--- src/rtl/control_pkg.sv ---
// Shared encodings for the multicycle controller: FSM states, ALU codes,
// condition/command constants, mux selects and the ALU-function decoder.
package control_pkg;

   typedef enum logic [3:0] {
      S_FETCH, S_DECODE, S_MEMADR, S_MEMREAD, S_MEMWB,
      S_MEMWRITE, S_EXECUTER, S_EXECUTEI, S_ALUWB, S_BRANCH
   } state_t;

   localparam logic [3:0] ALU_ADD = 4'b0000;
   localparam logic [3:0] ALU_SUB = 4'b0001;
   localparam logic [3:0] ALU_AND = 4'b0010;
   localparam logic [3:0] ALU_ORR = 4'b0011;
   localparam logic [3:0] ALU_EOR = 4'b0100;
   localparam logic [3:0] ALU_MOV = 4'b0101;

   localparam logic [3:0] CMD_AND = 4'b0000;
   localparam logic [3:0] CMD_EOR = 4'b0001;
   localparam logic [3:0] CMD_SUB = 4'b0010;
   localparam logic [3:0] CMD_ADD = 4'b0100;
   localparam logic [3:0] CMD_CMP = 4'b1010;
   localparam logic [3:0] CMD_ORR = 4'b1100;
   localparam logic [3:0] CMD_MOV = 4'b1101;

   localparam logic [3:0] COND_EQ = 4'b0000;
   localparam logic [3:0] COND_NE = 4'b0001;
   localparam logic [3:0] COND_CS = 4'b0010;
   localparam logic [3:0] COND_CC = 4'b0011;
   localparam logic [3:0] COND_MI = 4'b0100;
   localparam logic [3:0] COND_PL = 4'b0101;
   localparam logic [3:0] COND_GE = 4'b1010;
   localparam logic [3:0] COND_LT = 4'b1011;
   localparam logic [3:0] COND_GT = 4'b1100;
   localparam logic [3:0] COND_LE = 4'b1101;
   localparam logic [3:0] COND_AL = 4'b1110;

   localparam logic [1:0] RES_ALUOUT = 2'b00;
   localparam logic [1:0] RES_DATA   = 2'b01;
   localparam logic [1:0] RES_ALU    = 2'b10;

   localparam logic [1:0] SRCB_RD2  = 2'b00;
   localparam logic [1:0] SRCB_IMM  = 2'b01;
   localparam logic [1:0] SRCB_FOUR = 2'b10;

   typedef struct packed {
      logic [3:0] ctrl;
      logic       wr_ok;
   } alu_dec_t;

   // CMP and unknown commands never write the register file
   function automatic alu_dec_t alu_decode(input logic [3:0] cmd);
      alu_dec_t d;
      d.ctrl  = ALU_ADD;
      d.wr_ok = 1'b1;
      case (cmd)
         CMD_ADD: d.ctrl = ALU_ADD;
         CMD_SUB: d.ctrl = ALU_SUB;
         CMD_AND: d.ctrl = ALU_AND;
         CMD_ORR: d.ctrl = ALU_ORR;
         CMD_EOR: d.ctrl = ALU_EOR;
         CMD_MOV: d.ctrl = ALU_MOV;
         CMD_CMP: begin d.ctrl = ALU_SUB; d.wr_ok = 1'b0; end
         default: begin d.ctrl = ALU_ADD; d.wr_ok = 1'b0; end
      endcase
      return d;
   endfunction

endpackage

--- src/rtl/multicycle_control_unit_condition_check.sv ---
// NZCV flags register plus combinational condition evaluation against the
// stored flags; reset clears the flags and wins over a pending load.
module condition_check
   import control_pkg::*;
(
   input  logic       clk_i,
   input  logic       reset_i,
   input  logic [3:0] cond_i,
   input  logic [3:0] alu_flags_i,
   input  logic       flags_we_i,
   output logic       cond_ex_o
);

   logic [3:0] flags_q, flags_d;
   logic       n, z, c, v;

   assign {n, z, c, v} = flags_q;

   always_comb begin
      flags_d = flags_q;
      if (flags_we_i) flags_d = alu_flags_i;
   end

   always_ff @(posedge clk_i) begin
      if (reset_i) flags_q <= 4'b0000;
      else         flags_q <= flags_d;
   end

   // 1111 and the overflow/unsigned-compare codes are not supported: never execute
   always_comb begin
      case (cond_i)
         COND_EQ: cond_ex_o = z;
         COND_NE: cond_ex_o = ~z;
         COND_CS: cond_ex_o = c;
         COND_CC: cond_ex_o = ~c;
         COND_MI: cond_ex_o = n;
         COND_PL: cond_ex_o = ~n;
         COND_GE: cond_ex_o = (n == v);
         COND_LT: cond_ex_o = (n != v);
         COND_GT: cond_ex_o = ~z & (n == v);
         COND_LE: cond_ex_o = z | (n != v);
         COND_AL: cond_ex_o = 1'b1;
         default: cond_ex_o = 1'b0;
      endcase
   end

endmodule

--- src/rtl/multicycle_control_unit.sv ---
// Moore FSM sequencing the shared multicycle datapath, with instruction, ALU and
// condition decode; reset forces all strobes low and the decode to FETCH.
module multicycle_control_unit
   import control_pkg::*;
(
   input  logic        clk,
   input  logic        reset,
   input  logic [19:0] instruction,
   input  logic [3:0]  alu_flags,
   output logic        pc_write,
   output logic        adr_src,
   output logic        mem_write,
   output logic        ir_write,
   output logic        reg_write,
   output logic [1:0]  result_src,
   output logic        alu_src_a,
   output logic [1:0]  alu_src_b,
   output logic [1:0]  imm_src,
   output logic [1:0]  reg_src,
   output logic [3:0]  alu_control
);

   logic [3:0] cond, cmd, rd;
   logic [1:0] op;
   logic [5:0] funct;
   logic       unused_rn;
   alu_dec_t   dec;
   logic       is_cmp, cond_ex, flags_we;
   state_t     state_q, state_d, st;

   assign cond      = instruction[19:16];
   assign op        = instruction[15:14];
   assign funct     = instruction[13:8];
   assign unused_rn = ^instruction[7:4];
   assign rd        = instruction[3:0];
   assign cmd       = funct[4:1];
   assign dec       = alu_decode(cmd);
   assign is_cmp    = (cmd == CMD_CMP);

   assign flags_we = ((state_q == S_EXECUTER) || (state_q == S_EXECUTEI)) &&
                     (funct[0] || is_cmp) && cond_ex;

   condition_check u_cond (
      .clk_i       (clk),
      .reset_i     (reset),
      .cond_i      (cond),
      .alu_flags_i (alu_flags),
      .flags_we_i  (flags_we),
      .cond_ex_o   (cond_ex)
   );

   always_comb begin
      state_d = S_FETCH;
      case (state_q)
         S_FETCH:  state_d = S_DECODE;
         S_DECODE: begin
            case (op)
               2'b01:   state_d = S_MEMADR;
               2'b00:   state_d = funct[5] ? S_EXECUTEI : S_EXECUTER;
               2'b10:   state_d = S_BRANCH;
               default: state_d = S_FETCH;
            endcase
         end
         S_MEMADR:   state_d = funct[0] ? S_MEMREAD : S_MEMWRITE;
         S_MEMREAD:  state_d = S_MEMWB;
         S_EXECUTER: state_d = S_ALUWB;
         S_EXECUTEI: state_d = S_ALUWB;
         default:    state_d = S_FETCH;
      endcase
   end

   always_ff @(posedge clk) begin
      if (reset) state_q <= S_FETCH;
      else       state_q <= state_d;
   end

   assign imm_src = (op == 2'b11) ? 2'b00 : op;
   assign reg_src = {op == 2'b01, op == 2'b10};

   // Under reset the outputs decode as FETCH, so an aborted instruction cannot strobe
   assign st = reset ? S_FETCH : state_q;

   always_comb begin
      pc_write    = 1'b0;
      adr_src     = 1'b0;
      mem_write   = 1'b0;
      ir_write    = 1'b0;
      reg_write   = 1'b0;
      result_src  = RES_ALUOUT;
      alu_src_a   = 1'b0;
      alu_src_b   = SRCB_RD2;
      alu_control = ALU_ADD;
      case (st)
         S_FETCH: begin
            ir_write = 1'b1; alu_src_a = 1'b1; alu_src_b = SRCB_FOUR;
            result_src = RES_ALU; pc_write = 1'b1;
         end
         S_DECODE: begin
            alu_src_a = 1'b1; alu_src_b = SRCB_FOUR; result_src = RES_ALU;
         end
         S_MEMADR:   alu_src_b = SRCB_IMM;
         S_MEMREAD:  adr_src = 1'b1;
         S_MEMWB: begin
            result_src = RES_DATA; reg_write = cond_ex;
         end
         S_MEMWRITE: begin
            adr_src = 1'b1; mem_write = cond_ex;
         end
         S_EXECUTER: alu_control = dec.ctrl;
         S_EXECUTEI: begin
            alu_src_b = SRCB_IMM; alu_control = dec.ctrl;
         end
         S_ALUWB: begin
            reg_write = cond_ex & dec.wr_ok;
            pc_write  = cond_ex & (rd == 4'd15);
         end
         S_BRANCH: begin
            alu_src_b = SRCB_IMM; result_src = RES_ALU; pc_write = cond_ex;
         end
         default: ;
      endcase
      if (reset) begin
         pc_write = 1'b0; ir_write = 1'b0; reg_write = 1'b0; mem_write = 1'b0;
      end
   end

endmodule

--- config.mk ---
export PLATFORM = sky130hd
export DESIGN_NAME = multicycle_control_unit
export DESIGN_NICKNAME = d
export VERILOG_FILES = /design/src/rtl/control_pkg.sv /design/src/rtl/multicycle_control_unit_condition_check.sv /design/src/rtl/multicycle_control_unit.sv
export SDC_FILE = /design/constraint.sdc
export NUM_CORES = 1
export LEC_CHECK = 0
export ABC_AREA = 1
export BUFFER_PORTS_ARGS = -buffer_cell sky130_fd_sc_hd__buf_2
export CAP_MARGIN = 20
export CORE_MARGIN = 8
export CORE_UTILIZATION = 44
export DETAILED_ROUTE_END_ITERATION = 7
export HOLD_SLACK_MARGIN = 0.15
export PLACE_DENSITY = 0.88
export SLEW_MARGIN = 20
export SYNTH_ARGS = -nofsm -noshare
export SYNTH_HDL_FRONTEND = slang
export SYNTH_SLANG_ARGS = --single-unit
export TNS_END_PERCENT = 1
--- constraint.sdc ---
create_clock -name clk -period 1.65 [get_ports clk]
set_clock_uncertainty 0.2 [all_clocks]
set_input_delay 0.33 -clock clk [delete_from_list [all_inputs] [get_ports clk]]
set_output_delay 0.33 -clock clk [all_outputs]
set_load 0.01 [all_outputs]
# Word-level counts from Yosys, hierarchy flattened
# Index checks and enable logic that the tools add are counted.
word_totals:
  register_bits: 8
  latch_bits: 0
  ramBits: 0
  mem_bits_ro: 0
  in_bits: 26
  word_cells: 84
  memories: 0
classes:
  n_addsub: 0
  mul: 0
  div: 0
  n_lt_le_gt_ge: 0
  n_eq_ne: 36
  n_shift: 0
  mux: 22
  bitwise: 7
  n_reduce_logical: 17
op_table:
  columns: ["operator", "n"]
  rows:
  - ["== test 4 bit (second input constant)", 11]
  - ["== test 4 x 3 -> 1 bit (second input constant)", 9]
  - ["== test 4 x 2 -> 1 bit (second input constant)", 7]
  - ["one-hot mux 4 bit (5 select lines)", 1]
  - ["== test 4 x 1 -> 1 bit (second input constant)", 4]
  - ["zero test 4 bit", 4]
  - ["one-hot mux 3 bit (5 select lines)", 1]
  - ["one-hot mux 4 bit (3 select lines)", 1]
  - ["one-hot mux 1 bit (11 select lines)", 1]
  - ["2-to-1 mux 1 bit", 10]
  - ["OR reduction 2 bit", 5]
  - ["2-to-1 mux 4 bit", 2]
  - ["one-hot mux 2 bit (2 select lines)", 2]
  - ["OR reduction 3 bit", 2]
  - ["OR reduction 6 bit", 1]
  - ["== test 2 bit (second input constant)", 2]
  - ["bitwise AND 1 bit", 3]
  - ["2-to-1 mux 3 bit", 1]
  - ["NOT 1 bit", 3]
  - ["one-hot mux 1 bit (3 select lines)", 1]
  - ["== test 2 x 1 -> 1 bit (second input constant)", 1]
  - ["logical AND 1 bit", 2]
  - ["zero test 2 bit", 1]
  - ["logical OR 1 bit", 2]
  - ["5 further kinds", 5]

# Longest topological paths before layout
# Gate-level depths: netlist of run 1.
logic_depth:
  ltp_word: 6
  depth_mapped: 10
  ltp_nobuf: 10

# Hierarchy
# From an unflattened synthesis of run 1, not the netlist that was laid out.
unflattened:
  cells_unflattened: 154
  hier_area_um2: 808.3
by_module_without_submodules:
  columns: ["mod", "n_inst", "cells_per_inst", "area_each_um2"]
  rows:
  - ["multicycle_control_unit", 1, 91, 469.2]
  - ["condition_check", 1, 63, 339.1]

# Worst setup path after synthesis of run 1
# Ideal clock, no wire load.
synth_timing:
  path_type: "reg-to-output"
  start: "register state_q[0]"
  end: "output port reg_write"
  arrival_time_ps: 1094
  setup_slack_ps: 26
  path_stages_with_launch: 5
  path_buffers: 0
  path_cell_list: "dfxtp_1 o21ai_0 and3_1 a31oi_1 nor2_1"
synth_between:
  elab_chain_len: 4
  word_cells_on_any_way: 5
  cone_classes: "eq/ne (2); mux (3)"
synth_lines:
  columns: ["item", "line_no", "source"]
  rows:
  - ["start, declared", "multicycle_control_unit.sv:29", "state_t state_q, state_d, st;"]
  - ["start signal, assigned", "multicycle_control_unit.sv:74", "else state_q <= state_d;"]
  - ["2-to-1 mux 4 bit (*)", "multicycle_control_unit.sv:81", "assign st = reset ? S_FETCH : state_q;"]
  - ["== test 4 bit or == test 4 x 3 -> 1 bit (tied branches)", "multicycle_control_unit.sv:93", "case (st)"]
  - ["one-hot mux 1 bit (2 select lines) (*)", "multicycle_control_unit.sv:93", null]
  - ["2-to-1 mux 1 bit (*)", "multicycle_control_unit.sv:122", "if (reset) begin"]
  - ["end, declared", "multicycle_control_unit.sv:14", "output logic reg_write,"]
# Mark *: on every way between the ends. The rest lies on a longest branch, timed or not.

# Worst setup path in the final report of run 1
# Ends and elaborated chain as after synthesis.

==> impl_metrics.toml, run 1 <==
[global_route]
use_met2_pct = 28.9
use_met1_pct = 15.3
grt-busiest-layer = "met2"
antenna_found_initial = 0
use_met3_pct = 4.30
grt_max_degree = 9
grt_usage_pct = 15.3
grt_pass1_wl_um = 4370
grt_overflow = 0
grt_pass1_vias = 1169

[detailed_routing]
wirelength_um = 2920
firstDrtPassIters = 4
dr.first_iter.drc_count = 39
via_per_inst = 5.11
wl_per_cell_um = 12.0
drc = 0
vias = 1246
final_antenna_net_count = 0

[layout]
fin_area_mm2 = 0.00139
syn_to_final_growth_pct = 64.5
fin_nets = 245
diodes = 0
post_route_cells_drive_above_1_share_pct = 48.4
fin_util_pct = 73.7

[clock_tree]
clock-sinks = 8
cts-root-buf = "clkbuf_4"
tritoncts = "done"
ctsLongestPathBuffers = 2
htree_levels = 1
cts_buffers = 3
clk_latency_ps = 260
ctsHoldBuffers = 0
cts.clk_slew.worst_paths_ps = 60

[floorplanning]
io_pins = 44
die_y_um = 59.8
coreArea_mm2 = 0.00188
die_w_um = 59.8
start_util_pct = 44.8
die_area_mm2 = 0.00357
rows = 16

[placed_design]
pre_cts_slack_ps = -204
port_buffers = 38
dp_hpwl_um = 2090
gp_congestion = 0.852
placed_area_mm2 = 0.00122

[yosys]
synth-seq-area-share_pct = 19.0
synthTopCellsByArea = "dfxtp_1, nor2_1, nand2_1"
ys_ff_latch = 8
synth_nets = 181
netlist_instances = 155
yosysTopAreaCell = "dfxtp_1"
synth_top_area_share_pct = 19.0
syn_area_per_cell_um2 = 5.44
syn_area_um2 = 843
yosys_warnings = 0
synth_cell_types = 25

[hold_path]
min_path_type = "input pin to flop"

[setup_path]
cp.arrival_ps = 1390
critical_path.max_stage_delay_ps = 310
crit_chain = "o21ai_1 -> and3_1 -> a31oi_1 -> nor2_1 -> buf_2"
crit_slowest_cell = "dfxtp_1"
cp-end-kind = "output pin"
crit_required_ps = 1120
worst_setup_path_start_kind = "flop"
path_class = "flop to output pin"
cp_max_fo = 4

[timing]
slew_violations = 0
whs_ps = 187
rsz0062_at_grt = "yes"
hold_viol = 0
finalWorstSetupSlack_ps = -270
period_needed_ps = 1920
fmax_mhz = 521
setup-violations-final = 13
timing.final.crit_share_pct = 116

[power]
p_per_area_mw_per_mm2 = 446
p_leak_nw = 0.715
ir_worst_vdd_mv = 0.412

[outcome]
status = "finished, violations left"
violations = "negative setup slack"

[flow_run]
cap_violations = 0
sequential cells by signal, summed over array words and instances (netlist names):
register / flops
state_q: 4
u_cond.flags_q: 4
metrics by stage:
stage,total power [mW],TNS (ps),cells
after floorplan,0.325,0,155
after global placement,0.432,-883,240
after detailed placement,0.436,-1110,240
after CTS,0.603,-2800,244
after global routing,0.661,-3510,244
final,0.619,-2230,244
synthesized netlist by cell type (all sizes together):
library cell	n
a211oi	1
nand3	15
nor2	39
o22ai	1
a31oi	1
o211ai	1
conb	1
dfxtp	8
a21oi	7
and3	1
nand2	34
buf	3
nor3	2
o221ai	1
inv	23
clkbuf	1
nand3b	1
o21ai	10
nand4	5
cell usage in the layout (no fill, tap or decap):
cell type  count
conb_1         1
nand3_4        1
inv_4          3
nand2_2        9
o21ai_0        6
nor2_4         5
a21oi_1        3
inv_2          1
buf_2         38
clkbuf_4       3
dfxtp_2        1
nand3b_1       1
nand3_1       10
and3_1         1
a211oi_2       1
nor3_2         1
dfxtp_1        3
buf_4         21
nand2_4        1
nor3_1         1
a31oi_1        1
inv_1         19
nand4_1        5
nand2_1       24
o221ai_2       1
o211ai_1       1
nor2_1        31
dfxtp_4        4
nand3_2        4
a21oi_2        4
o21ai_1        4
nor2_2         3
buf_6          4
o22ai_1        1
layout make-up:
class	instances	area [µm²]
fill	155	494
sequential	8	176
multi-input combinational	120	668
clock buffer	3	22.5
timing repair buffer	63	393
tap	27	33.8
inverter	23	93.8
worst paths after layout:
path                                                     start  slack [ps]  cells past startpoint                             end
worst max register to register  u_cond.flags_q[0]$_SDFFE_PP0P_          30                     11  u_cond.flags_q[3]$_SDFFE_PP0P_
worst min register to register  u_cond.flags_q[2]$_SDFFE_PP0P_         310                      2  u_cond.flags_q[2]$_SDFFE_PP0P_
worst min-delay path                              alu_flags[0]         190                      5  u_cond.flags_q[0]$_SDFFE_PP0P_
worst max-delay path                     state_q[0]$_SDFF_PP0_        -270                      5                       reg_write
cell families (layout without fill, tap and decap cells):
group                  after synthesis  count (layout)  synth area share (%)
AO/OA/AOI/OAI                       22              22                  14.8
buffers and inverters               27              89                  13.4
flip-flops                           8               8                  19.0
other                                1               1                 0.445
AND/OR/NAND/NOR                     97              97                  52.4
metal layers:
metal / up-vias / routed length, µm
met1: 557 / 1100
met2: 55 / 1580
li1: 626 / -
met4: 0 / 57
met3: 8 / 179
met5: - / 0
repair_timing:
item / 4_1_cts / 5_1_grt
pin swaps: 5 / 13
gates resized for setup: 14 / 33
setup buffers: 1 / 0
endpoints found under the setup margin: 13 / 17
critical path: cells and delay by family (launching register included):
| kind | cells | cell delay (ps) |
|---|---|---|
| AO/OA/AOI/OAI | 2 | 330 |
| flip-flops | 1 | 310 |
| buffers and inverters | 1 | 140 |
| AND/OR/NAND/NOR | 2 | 340 |
where the power goes:
group / internal [mW] / switching [mW]
Sequential: 0.196 / 0.00736
Clock: 0.0838 / 0.0743
Combinational: 0.118 / 0.140
Total: 0.398 / 0.222
Power figures use the tool's default switching activity.
==> inputs of run 2 (changes only) <==
Settings changed: CORE_ASPECT_RATIO set to 1.4.
==> run 2 against run 1 <==
Against the previous run: the run still ends with negative setup slack left; register-to-register slack got worse by 170 ps; global-route usage is 0.66 points higher; sequential power is 4% higher; final cell count decreased by 4.9%; clock power is 6% lower; critical endpoint is now pc_write; largest cell class unchanged.
==> impl_metrics.toml, run 2 (same netlist as run 1, synthesis figures left out) <==
[outcome]
status = "finished, violations left"
violations = "negative setup slack"

[global_route]
grt_overflow = 0
grt_max_degree = 9
grt_usage_pct = 16.0
grt_pass1_vias = 1181
antenna_found_initial = 0
grt_pass1_wl_um = 4570

[timing]
finalSetupTns_ps = -2310
finalWorstSetupSlack_ps = -304
fmax_mhz = 512
period_needed_ps = 1950
hold_viol = 0
rsz0062_at_grt = "yes"
slew_violations = 0
setup-violations-final = 15
timing.final.crit_share_pct = 118

[clock_tree]
tritoncts = "done"
cts_buffers = 3
clk_latency_ps = 250
ctsHoldBuffers = 0
cts-root-buf = "clkbuf_4"
cts.clk_slew.worst_paths_ps = 60
clock-sinks = 8
ctsLongestPathBuffers = 2
htree_levels = 1

[floorplanning]
die_w_um = 53
rows = 18
io_pins = 44
die_area_mm2 = 0.00359
coreArea_mm2 = 0.00178
start_util_pct = 47.4
die_y_um = 67.8

[setup_path]
reg2reg_setup_slack_ps = -140
worst_setup_path_start_kind = "flop"
path_class = "flop to output pin"
cp.arrival_ps = 1420
cp-end-kind = "output pin"
r2r-end = "u_cond.flags_q[2]$_SDFFE_PP0P_"
crit_required_ps = 1120
reg2reg_depth = 12
reg2reg_from = "u_cond.flags_q[3]$_SDFFE_PP0P_"
cp_max_fo = 4

[detailed_routing]
wirelength_um = 2880
wl_per_cell_um = 12.4
vias = 1208
dr.first_iter.drc_count = 33
via_per_inst = 5.21
final_antenna_net_count = 0
firstDrtPassIters = 4
drc = 0

[layout]
layout_common_cells = "buf_2, nor2_1, nand2_1, buf_4, inv_1"
final_common_cell = "buf_2"
post_route_cells_drive_above_1_share_pct = 44.8
fin_nets = 240
syn_to_final_growth_pct = 53.4
reg_top3 = "state_q (4), u_cond.flags_q (4)"
fin_area_mm2 = 0.00129
diodes = 0

[power]
ir_worst_vdd_mv = 0.374
p_per_area_mw_per_mm2 = 465
p_leak_nw = 0.684

[placed_design]
dp_hpwl_um = 2210
port_buffers = 38
placed_area_mm2 = 0.00116
gp_congestion = 0.946

[hold_path]
min_path_type = "input pin to flop"
holdPathEnd = "state_q[1]$_SDFF_PP0_"
worstHoldStart = "instruction[15]"
min_path_cells = 4

[flow_run]
cap_violations = 0
==> run 2: final cells by class <==
| cell class | count | area (µm²) |
|---|---|---|
| clock buffer | 3 | 22.5 |
| timing repair buffer | 58 | 344 |
| inverter | 23 | 86.3 |
| multi-input combinational | 120 | 641 |
| tap | 20 | 25.0 |
| fill | 138 | 485 |
| sequential | 8 | 175 |
==> run 2: per-layer routing <==
layer	track usage, %	vias up	wire [µm]
li1	-	612	-
met1	14.9	535	1050
met2	31.2	53	1540
met3	3.30	8	200
met4	7.47	0	94
met5	0	-	0
==> run 2: worst max-delay path: stages, from the launching register on <==
cell and delay, ps:
dfxtp_2 360, inv_2 60, nand2_1 60, nand2_1 80, nand3_2 70, nand2_2 70, nor2_4 130, nand3_4 90
nand2_1 60, o21ai_1 50, buf_2 140
==> run 2: how the worst max path moves through the flow <==
stage / start / endpoint / slack [ps] / cells after the start
final: u_cond.flags_q[3]$_SDFFE_PP0P_ / pc_write / -300 / 10
after global routing: u_cond.flags_q[2]$_SDFFE_PP0P_ / pc_write / -390 / 8
after CTS: u_cond.flags_q[3]$_SDFFE_PP0P_ / pc_write / -280 / 10
after detailed placement: instruction[19] / reg_write / -190 / 9
after global placement: reset / pc_write / -170 / 9
after floorplan: state_q[0]$_SDFF_PP0_ / reg_write / 30 / 4
==> run 2: where the power goes <==
| group | internal [mW] | total, mW | leakage, nW | switching [mW] |
|---|---|---|---|---|
| Clock | 0.0831 | 0.148 | 0.0138 | 0.0649 |
| Sequential | 0.199 | 0.212 | 0.0685 | 0.0125 |
| Combinational | 0.108 | 0.242 | 0.602 | 0.134 |
| Total | 0.391 | 0.602 | 0.684 | 0.212 |
==> run 2: per-stage QoR <==
stage | cells | utilization [%] | worst slack (ps) | hold WS [ps] | power (mW)
2_1_floorplan | 155 | - | 25.8 | 252 | 0.325
3_3_place_gp | 226 | 65.2 | -170 | 263 | 0.417
3_5_place_dp | 226 | 65.2 | -185 | 274 | 0.423
4_1_cts | 231 | 69.8 | -282 | 192 | 0.592
5_1_grt | 232 | 72.7 | -391 | 226 | 0.640
6_report | 232 | 72.7 | -304 | 199 | 0.602
==> run 2: repair_timing <==
action,in CTS,in global routing
gates cloned,0,0
setup endpoints to repair,13,17
resized for setup,19,15
pin swaps,6,5
buffers inserted,2,1
